<file path="config.mk">
export PLATFORM = sky130hd
export DESIGN_NAME = alu_stream_initiator
export DESIGN_NICKNAME = d
export VERILOG_FILES = /design/src/rtl/alu_stream_pkg.sv /design/src/rtl/alu_sync_fifo.sv /design/src/rtl/alu_stream_initiator.sv
export SDC_FILE = /design/constraint.sdc
export NUM_CORES = 1
export LEC_CHECK = 0
export BUFFER_PORTS_ARGS = -buffer_cell sky130_fd_sc_hd__buf_2
export CAP_MARGIN = 30
export CORE_ASPECT_RATIO = 1.75
export CORE_UTILIZATION = 25
export CTS_CLUSTER_DIAMETER = 40
export CTS_CLUSTER_SIZE = 14
export DETAILED_ROUTE_END_ITERATION = 16
export PLACE_DENSITY = 0.39
export SYNTH_ARGS = -nofsm -noshare
export SYNTH_HDL_FRONTEND = slang
export SYNTH_SLANG_ARGS = --single-unit
</file>
<file path="constraint.sdc">
create_clock -name clock -period 3.5 [get_ports clock]
set_input_delay 0.7 -clock clock [delete_from_list [all_inputs] [get_ports clock]]
set_output_delay 0.7 -clock clock [all_outputs]
set_load 0.01 [all_outputs]
</file>
<file path="src/rtl/alu_stream_pkg.sv">
// Shared definitions for the ALU valid/ready stream units: op codes and
// request/response field widths.
package alu_stream_pkg;

  localparam int MODE_W    = 4;
  localparam int XLEN_DEF  = 32;
  localparam int TAG_W_DEF = 4;

  typedef enum logic [MODE_W-1:0] {
    OP_ADD  = 4'd0,
    OP_SLL  = 4'd1,
    OP_XOR  = 4'd4,
    OP_SRL  = 4'd5,
    OP_OR   = 4'd6,
    OP_AND  = 4'd7,
    OP_SEQ  = 4'd8,
    OP_SNE  = 4'd9,
    OP_SUB  = 4'd10,
    OP_SRA  = 4'd11,
    OP_SLT  = 4'd12,
    OP_SGE  = 4'd13,
    OP_SLTU = 4'd14,
    OP_SGEU = 4'd15
  } alu_op_e;

  // A buffered response is the result word with its tag appended below it.
  function automatic int rsp_width(input int xlen, input int tag_w);
    return xlen + tag_w;
  endfunction

endpackage

</file>
<file path="src/rtl/alu_sync_fifo.sv">
// Synchronous FIFO: head is read straight from the storage registers, so a
// word written in one cycle is visible at the output only from the next.
module alu_sync_fifo
  import alu_stream_pkg::*;
#(
  parameter int WIDTH = 8,
  parameter int DEPTH = 4
) (
  input  logic                       clock,
  input  logic                       reset,
  input  logic                       push,
  input  logic [WIDTH-1:0]           din,
  input  logic                       pop,
  output logic [WIDTH-1:0]           dout,
  output logic                       full,
  output logic                       empty,
  output logic [$clog2(DEPTH+1)-1:0] count
);

  localparam int PW = $clog2(DEPTH);
  localparam int CW = $clog2(DEPTH + 1);
  localparam logic [CW-1:0] COUNT_MAX = CW'(DEPTH);
  localparam logic [CW-1:0] COUNT_ONE = CW'(1);
  localparam logic [PW-1:0] PTR_ONE   = PW'(1);

  logic [WIDTH-1:0] mem_q [DEPTH];
  logic [WIDTH-1:0] mem_d [DEPTH];
  logic [PW-1:0]    wr_ptr_q, wr_ptr_d;
  logic [PW-1:0]    rd_ptr_q, rd_ptr_d;
  logic [CW-1:0]    count_q, count_d;
  logic             do_push, do_pop;

  assign full    = (count_q == COUNT_MAX);
  assign empty   = (count_q == '0);
  assign do_push = push && !full;
  assign do_pop  = pop && !empty;
  assign dout    = mem_q[rd_ptr_q];
  assign count   = count_q;

  always_comb begin
    mem_d    = mem_q;
    wr_ptr_d = wr_ptr_q;
    rd_ptr_d = rd_ptr_q;
    count_d  = count_q;
    if (do_push) begin
      mem_d[wr_ptr_q] = din;
      wr_ptr_d        = wr_ptr_q + PTR_ONE;
    end
    if (do_pop) begin
      rd_ptr_d = rd_ptr_q + PTR_ONE;
    end
    case ({do_push, do_pop})
      2'b10:   count_d = count_q + COUNT_ONE;
      2'b01:   count_d = count_q - COUNT_ONE;
      default: count_d = count_q;
    endcase
  end

  always_ff @(posedge clock) begin
    if (reset) begin
      mem_q    <= '{default: '0};
      wr_ptr_q <= '0;
      rd_ptr_q <= '0;
      count_q  <= '0;
    end else begin
      mem_q    <= mem_d;
      wr_ptr_q <= wr_ptr_d;
      rd_ptr_q <= rd_ptr_d;
      count_q  <= count_d;
    end
  end

endmodule

</file>
<file path="src/rtl/alu_stream_initiator.sv">
// Initiator for the valid/ready ALU: issues tagged requests in order, keeps
// tags in flight, and buffers results so the ALU output is never stalled.
module alu_stream_initiator
  import alu_stream_pkg::*;
#(
  parameter int XLEN      = XLEN_DEF,
  parameter int DEPTH     = 4,
  parameter int TAG_WIDTH = TAG_W_DEF
) (
  input  logic                       clock,
  input  logic                       reset,
  input  logic                       req_valid,
  output logic                       req_ready,
  input  logic [MODE_W-1:0]          req_mode,
  input  logic [XLEN-1:0]            req_arg1,
  input  logic [XLEN-1:0]            req_arg2,
  input  logic [TAG_WIDTH-1:0]       req_tag,
  output logic                       alu_valid,
  input  logic                       alu_ready,
  output logic [MODE_W-1:0]          alu_mode,
  output logic [XLEN-1:0]            alu_arg1,
  output logic [XLEN-1:0]            alu_arg2,
  input  logic                       res_valid,
  output logic                       res_ready,
  input  logic [XLEN-1:0]            res_result,
  output logic                       rsp_valid,
  input  logic                       rsp_ready,
  output logic [XLEN-1:0]            rsp_result,
  output logic [TAG_WIDTH-1:0]       rsp_tag,
  output logic [$clog2(DEPTH+1)-1:0] credits,
  output logic                       err
);

  localparam int CW = $clog2(DEPTH + 1);
  localparam int RW = rsp_width(XLEN, TAG_WIDTH);
  localparam logic [CW-1:0] CRED_MAX = CW'(DEPTH);
  localparam logic [CW-1:0] CRED_ONE = CW'(1);

  logic [CW-1:0]        credits_q, credits_d;
  logic                 alu_valid_q, alu_valid_d;
  logic [MODE_W-1:0]    alu_mode_q, alu_mode_d;
  logic [XLEN-1:0]      alu_arg1_q, alu_arg1_d;
  logic [XLEN-1:0]      alu_arg2_q, alu_arg2_d;
  logic [TAG_WIDTH-1:0] alu_tag_q, alu_tag_d;
  logic                 err_q, err_d;

  logic                 req_hs, alu_hs, rsp_hs;
  logic                 res_take, res_orphan;
  logic                 tq_full, tq_empty;
  logic [CW-1:0]        tq_count;
  logic [TAG_WIDTH-1:0] tq_dout;
  logic                 rf_full, rf_empty;
  logic [CW-1:0]        rf_count;
  logic [RW-1:0]        rf_din, rf_dout;

  // Credits alone gate acceptance; FIFO space is implied by them, so the
  // ALU result port can stay ready whenever we are out of reset.
  assign req_ready  = !reset && (credits_q != '0) && (!alu_valid_q || alu_ready);
  assign req_hs     = req_valid && req_ready;
  assign alu_hs     = alu_valid_q && alu_ready && !reset;
  assign res_ready  = !reset;
  assign res_take   = res_valid && !reset && !tq_empty;
  assign res_orphan = res_valid && !reset && tq_empty;
  assign rsp_valid  = !rf_empty;
  assign rsp_hs     = rsp_valid && rsp_ready && !reset;

  assign alu_valid  = alu_valid_q;
  assign alu_mode   = alu_mode_q;
  assign alu_arg1   = alu_arg1_q;
  assign alu_arg2   = alu_arg2_q;
  assign credits    = credits_q;
  assign err        = err_q;

  assign rf_din                = {res_result, tq_dout};
  assign {rsp_result, rsp_tag} = rf_dout;

  alu_sync_fifo #(
    .WIDTH (TAG_WIDTH),
    .DEPTH (DEPTH)
  ) u_tag_queue (
    .clock (clock),
    .reset (reset),
    .push  (alu_hs),
    .din   (alu_tag_q),
    .pop   (res_take),
    .dout  (tq_dout),
    .full  (tq_full),
    .empty (tq_empty),
    .count (tq_count)
  );

  alu_sync_fifo #(
    .WIDTH (RW),
    .DEPTH (DEPTH)
  ) u_result_fifo (
    .clock (clock),
    .reset (reset),
    .push  (res_take),
    .din   (rf_din),
    .pop   (rsp_hs),
    .dout  (rf_dout),
    .full  (rf_full),
    .empty (rf_empty),
    .count (rf_count)
  );

  // Occupancy and full flags are informational here; credits already bound both queues.
  logic unused_fifo_status;
  assign unused_fifo_status = ^{tq_full, tq_count, rf_full, rf_count};

  always_comb begin
    alu_valid_d = alu_valid_q;
    alu_mode_d  = alu_mode_q;
    alu_arg1_d  = alu_arg1_q;
    alu_arg2_d  = alu_arg2_q;
    alu_tag_d   = alu_tag_q;
    if (req_hs) begin
      alu_valid_d = 1'b1;
      alu_mode_d  = req_mode;
      alu_arg1_d  = req_arg1;
      alu_arg2_d  = req_arg2;
      alu_tag_d   = req_tag;
    end else if (alu_hs) begin
      alu_valid_d = 1'b0;
    end

    credits_d = credits_q;
    if (req_hs && !rsp_hs && (credits_q != '0)) begin
      credits_d = credits_q - CRED_ONE;
    end else if (rsp_hs && !req_hs && (credits_q != CRED_MAX)) begin
      credits_d = credits_q + CRED_ONE;
    end

    err_d = err_q || res_orphan;
  end

  always_ff @(posedge clock) begin
    if (reset) begin
      alu_valid_q <= 1'b0;
      alu_mode_q  <= '0;
      alu_arg1_q  <= '0;
      alu_arg2_q  <= '0;
      alu_tag_q   <= '0;
      credits_q   <= CRED_MAX;
      err_q       <= 1'b0;
    end else begin
      alu_valid_q <= alu_valid_d;
      alu_mode_q  <= alu_mode_d;
      alu_arg1_q  <= alu_arg1_d;
      alu_arg2_q  <= alu_arg2_d;
      alu_tag_q   <= alu_tag_d;
      credits_q   <= credits_d;
      err_q       <= err_d;
    end
  end

endmodule
</file>
==> out/qor.csv <==
stage,metric,value,unit
run_status,outcome,"complete, no violations",
worst_hold_path,hp-class,in -> reg,
sta,clock-skew-final,0.0252,ns
worst_setup_path,cp-end-kind,primary output,
floorplan,dieHeight,270,microns
routing,viasPerCell,4.61,
routing,vias,8941,
clocking,cts.path.max_buffers,3,
yosys,synth_warnings,0,
power,total_power,7.03,mW
worst_setup_path,required,2.80,ns
power,p_per_area,537,nW/um^2
worst_setup_path,crit_slowest_cell,mux4_2,
clocking,hold_buffers,0,
global_route,antenna_found_initial,0,
yosys,synth_area_per_cell,8.74,sq um
yosys,synth-async-reset-ratio,0,%
sta,worst_slew_pin_slew,0.942,ns
clocking,cts-resized-gates,0,
cells_and_area,final_common_cell,nand2_1,
place,io_buffer_count,221,
worst_setup_path,critPathMaxFanout,24,
global_route,grt_pass1_wl,51000,microns
clocking,h-tree-depth,2,
sta,hold_violations,0,
yosys,synth_cell_types,39,
sta,relSlewSlack,37.2,%
clocking,cts_sinks,251,
worst_setup_path,setup.worst_path.class,reg -> out,
sta,period_share,80.2,%
sta,rsz0062_at_grt,no,
power,ir_drop,400,uV
place,gp_congestion,0.713,
worst_setup_path,start_kind,flip-flop,
cells_and_area,antenna_cells,0,
clocking,cts_tree,done,
sta,finalCriticalPeriod,2.81,ns
floorplan,row_count,98,
sta,max_freq,356,MHz
cells_and_area,area_delta_synth_final,27.2,%
clocking,clock_latency,0.53,ns
routing,wirelength,32400,microns
sta,fin_setup_tns,0,ns
place,place_ws,0.546,ns
clocking,cts-root-buf,clkbuf_16,
worst_setup_path,crit_path_cell_trace,buf_4 > mux4_2 > buf_2,
floorplan,coreArea,40700,sq um
yosys,synthCells,1178,
sta,finalSetupViolCount,0,
routing,postRouteAntennaNets,0,
clocking,post_cts_buffers,0,
cells_and_area,nets,1485,
yosys,netlist_area,10300,sq um
worst_setup_path,path_buf_inv,2,
yosys,synth_fp_nets,1301,
routing,routedWlPerCell,16.7,microns
worst_setup_path,crit_family,buffers and inverters,
place,dp_hpwl,19300,microns
global_route,grt_pass1_vias,8825,
global_route,grt_max_degree,143,
clocking,cts_made_buffers,38,
routing,drtIter0Drc,445,
floorplan,dieArea,42000,sq um
cells_and_area,drive_above_1_share,25.6,%
sta,setup_ws,0.694,ns
worst_setup_path,max_stage_delay,0.62,ns
cells_and_area,layout_common_cells,"nand2_1, dfxtp_1, buf_2",
floorplan,start_util,25.3,%
floorplan,die_w,155,microns
routing,drc,0,
yosys,ys_ff_latch,251,
yosys,seq_area_frac_synth,48.8,%
global_route,overflow,0,
global_route,track_usage,15.4,%
routing,first_pass_iters,5,
sta,drv_slew,0,
job,cap_violations,0,
yosys,synthFlopType,dfxtp_1,
floorplan,ios,222,
yosys,synth-edff-count,0,
power,p_leak,4.96,nW
clocking,clk_pin_slew,0.05,ns
worst_setup_path,cp.arrival,2.11,ns
==> power by group <==
part           internal [mW]  total [mW]  leakage (nW)  switching [mW]
clock                   2.25        3.70         0.589            1.45
combinational          0.145       0.390          2.34           0.245
sequential              2.91        2.94          2.03          0.0322
total                   5.31        7.03          4.96            1.73
==> final timing paths <==
check / from / end / slack (ns) / cells after the start
setup / recovery: u_result_fifo.rd_ptr_q[0]$_SDFFE_PP0P_ / rsp_tag[3] / 0.69 / 3
hold / removal: req_arg1[5] / alu_arg1[5]$_SDFFE_PP0P_ / 0.42 / 3
setup reg to reg: u_result_fifo.count[0]$_SDFFE_PP0P_ / credits[2]$_SDFFE_PP1P_ / 0.78 / 6
hold reg to reg: alu_arg1[5]$_SDFFE_PP0P_ / alu_arg1[5]$_SDFFE_PP0P_ / 0.45 / 2
==> per-layer routing <==
| metal | routed length, microns | vias up | track usage (%) |
|---|---|---|---|
| met1 | 13300 | 4244 | 18.3 |
| met5 | 0 | - | 0 |
| met2 | 16400 | 250 | 27.0 |
| li1 | - | 4402 | - |
| met4 | 716 | 0 | 5.03 |
| met3 | 1960 | 45 | 3.68 |
==> worst register-to-register path, delay by kind of cell, from the launching register on <==
kind | cells | cell delay, ns
and+or+nand+nor | 2 | 1.05
AOI/OAI and AO/OA | 2 | 0.59
adders and majority gates | 1 | 0.45
DFF | 1 | 0.35
buffers and inverters | 1 | 0.17
==> registers in the layout (all words and copies together), names as in the netlist, 2 cells and up <==
| register | flops |
|---|---|
| u_tag_queue.mem_q | 16 |
| u_result_fifo.mem_q | 144 |
| credits | 3 |
| alu_mode | 4 |
| alu_arg2 | 32 |
| alu_arg1 | 32 |
| u_tag_queue.wr_ptr_q | 2 |
| u_tag_queue.count | 3 |
| u_result_fifo.wr_ptr_q | 2 |
| u_tag_queue.rd_ptr_q | 2 |
| u_result_fifo.count | 3 |
| u_result_fifo.rd_ptr_q | 2 |
| alu_tag_q | 4 |
==> area by class of cell <==
cell class                 instances  area, sq um
clock buffer                      53         1110
clock inverter                    16          128
fill                            4407        27600
inverter                          16         60.1
multi-input combinational        812         4750
sequential                       251         5030
tap                              550          688
timing repair buffer             243         1330
==> cell usage after synthesis, drive strengths merged (6+ instances only) <==
cell type,n,share of area (%)
nand2,286,10
dfxtp,251,49
a21oi,217,11
nand3,147,7.1
buf,52,2.9
clkbuf,47,1.7
nor2,41,1.5
mux4,40,8.7
mux2i,22,2.1
inv,16,0.58
ha,10,1.2
xor2,6,0.51
==> kinds of logic after synthesis <==
group | share of synthesized area (%)
muxes | 10.9
adders and majority gates | 1.80
AOI/OAI and AO/OA | 11.4
and+or+nand+nor | 21.2
xor gates and xnor gates | 0.851
DFF | 48.8
buffers and inverters | 5.15
==> per-stage QoR <==
stage	std cells	instance area (sq um)	util, %	hold slack [ns]
after global routing	1941	13100	32.2	0.396
after global placement	1872	11900	29.1	0.438
after CTS	1941	13100	32.2	0.384
final	1941	13100	32.2	0.418
after floorplan	1178	10300	-	0.433
after detailed placement	1872	11900	29.1	0.443
No activity file was read; power rests on OpenSTA's default activity.
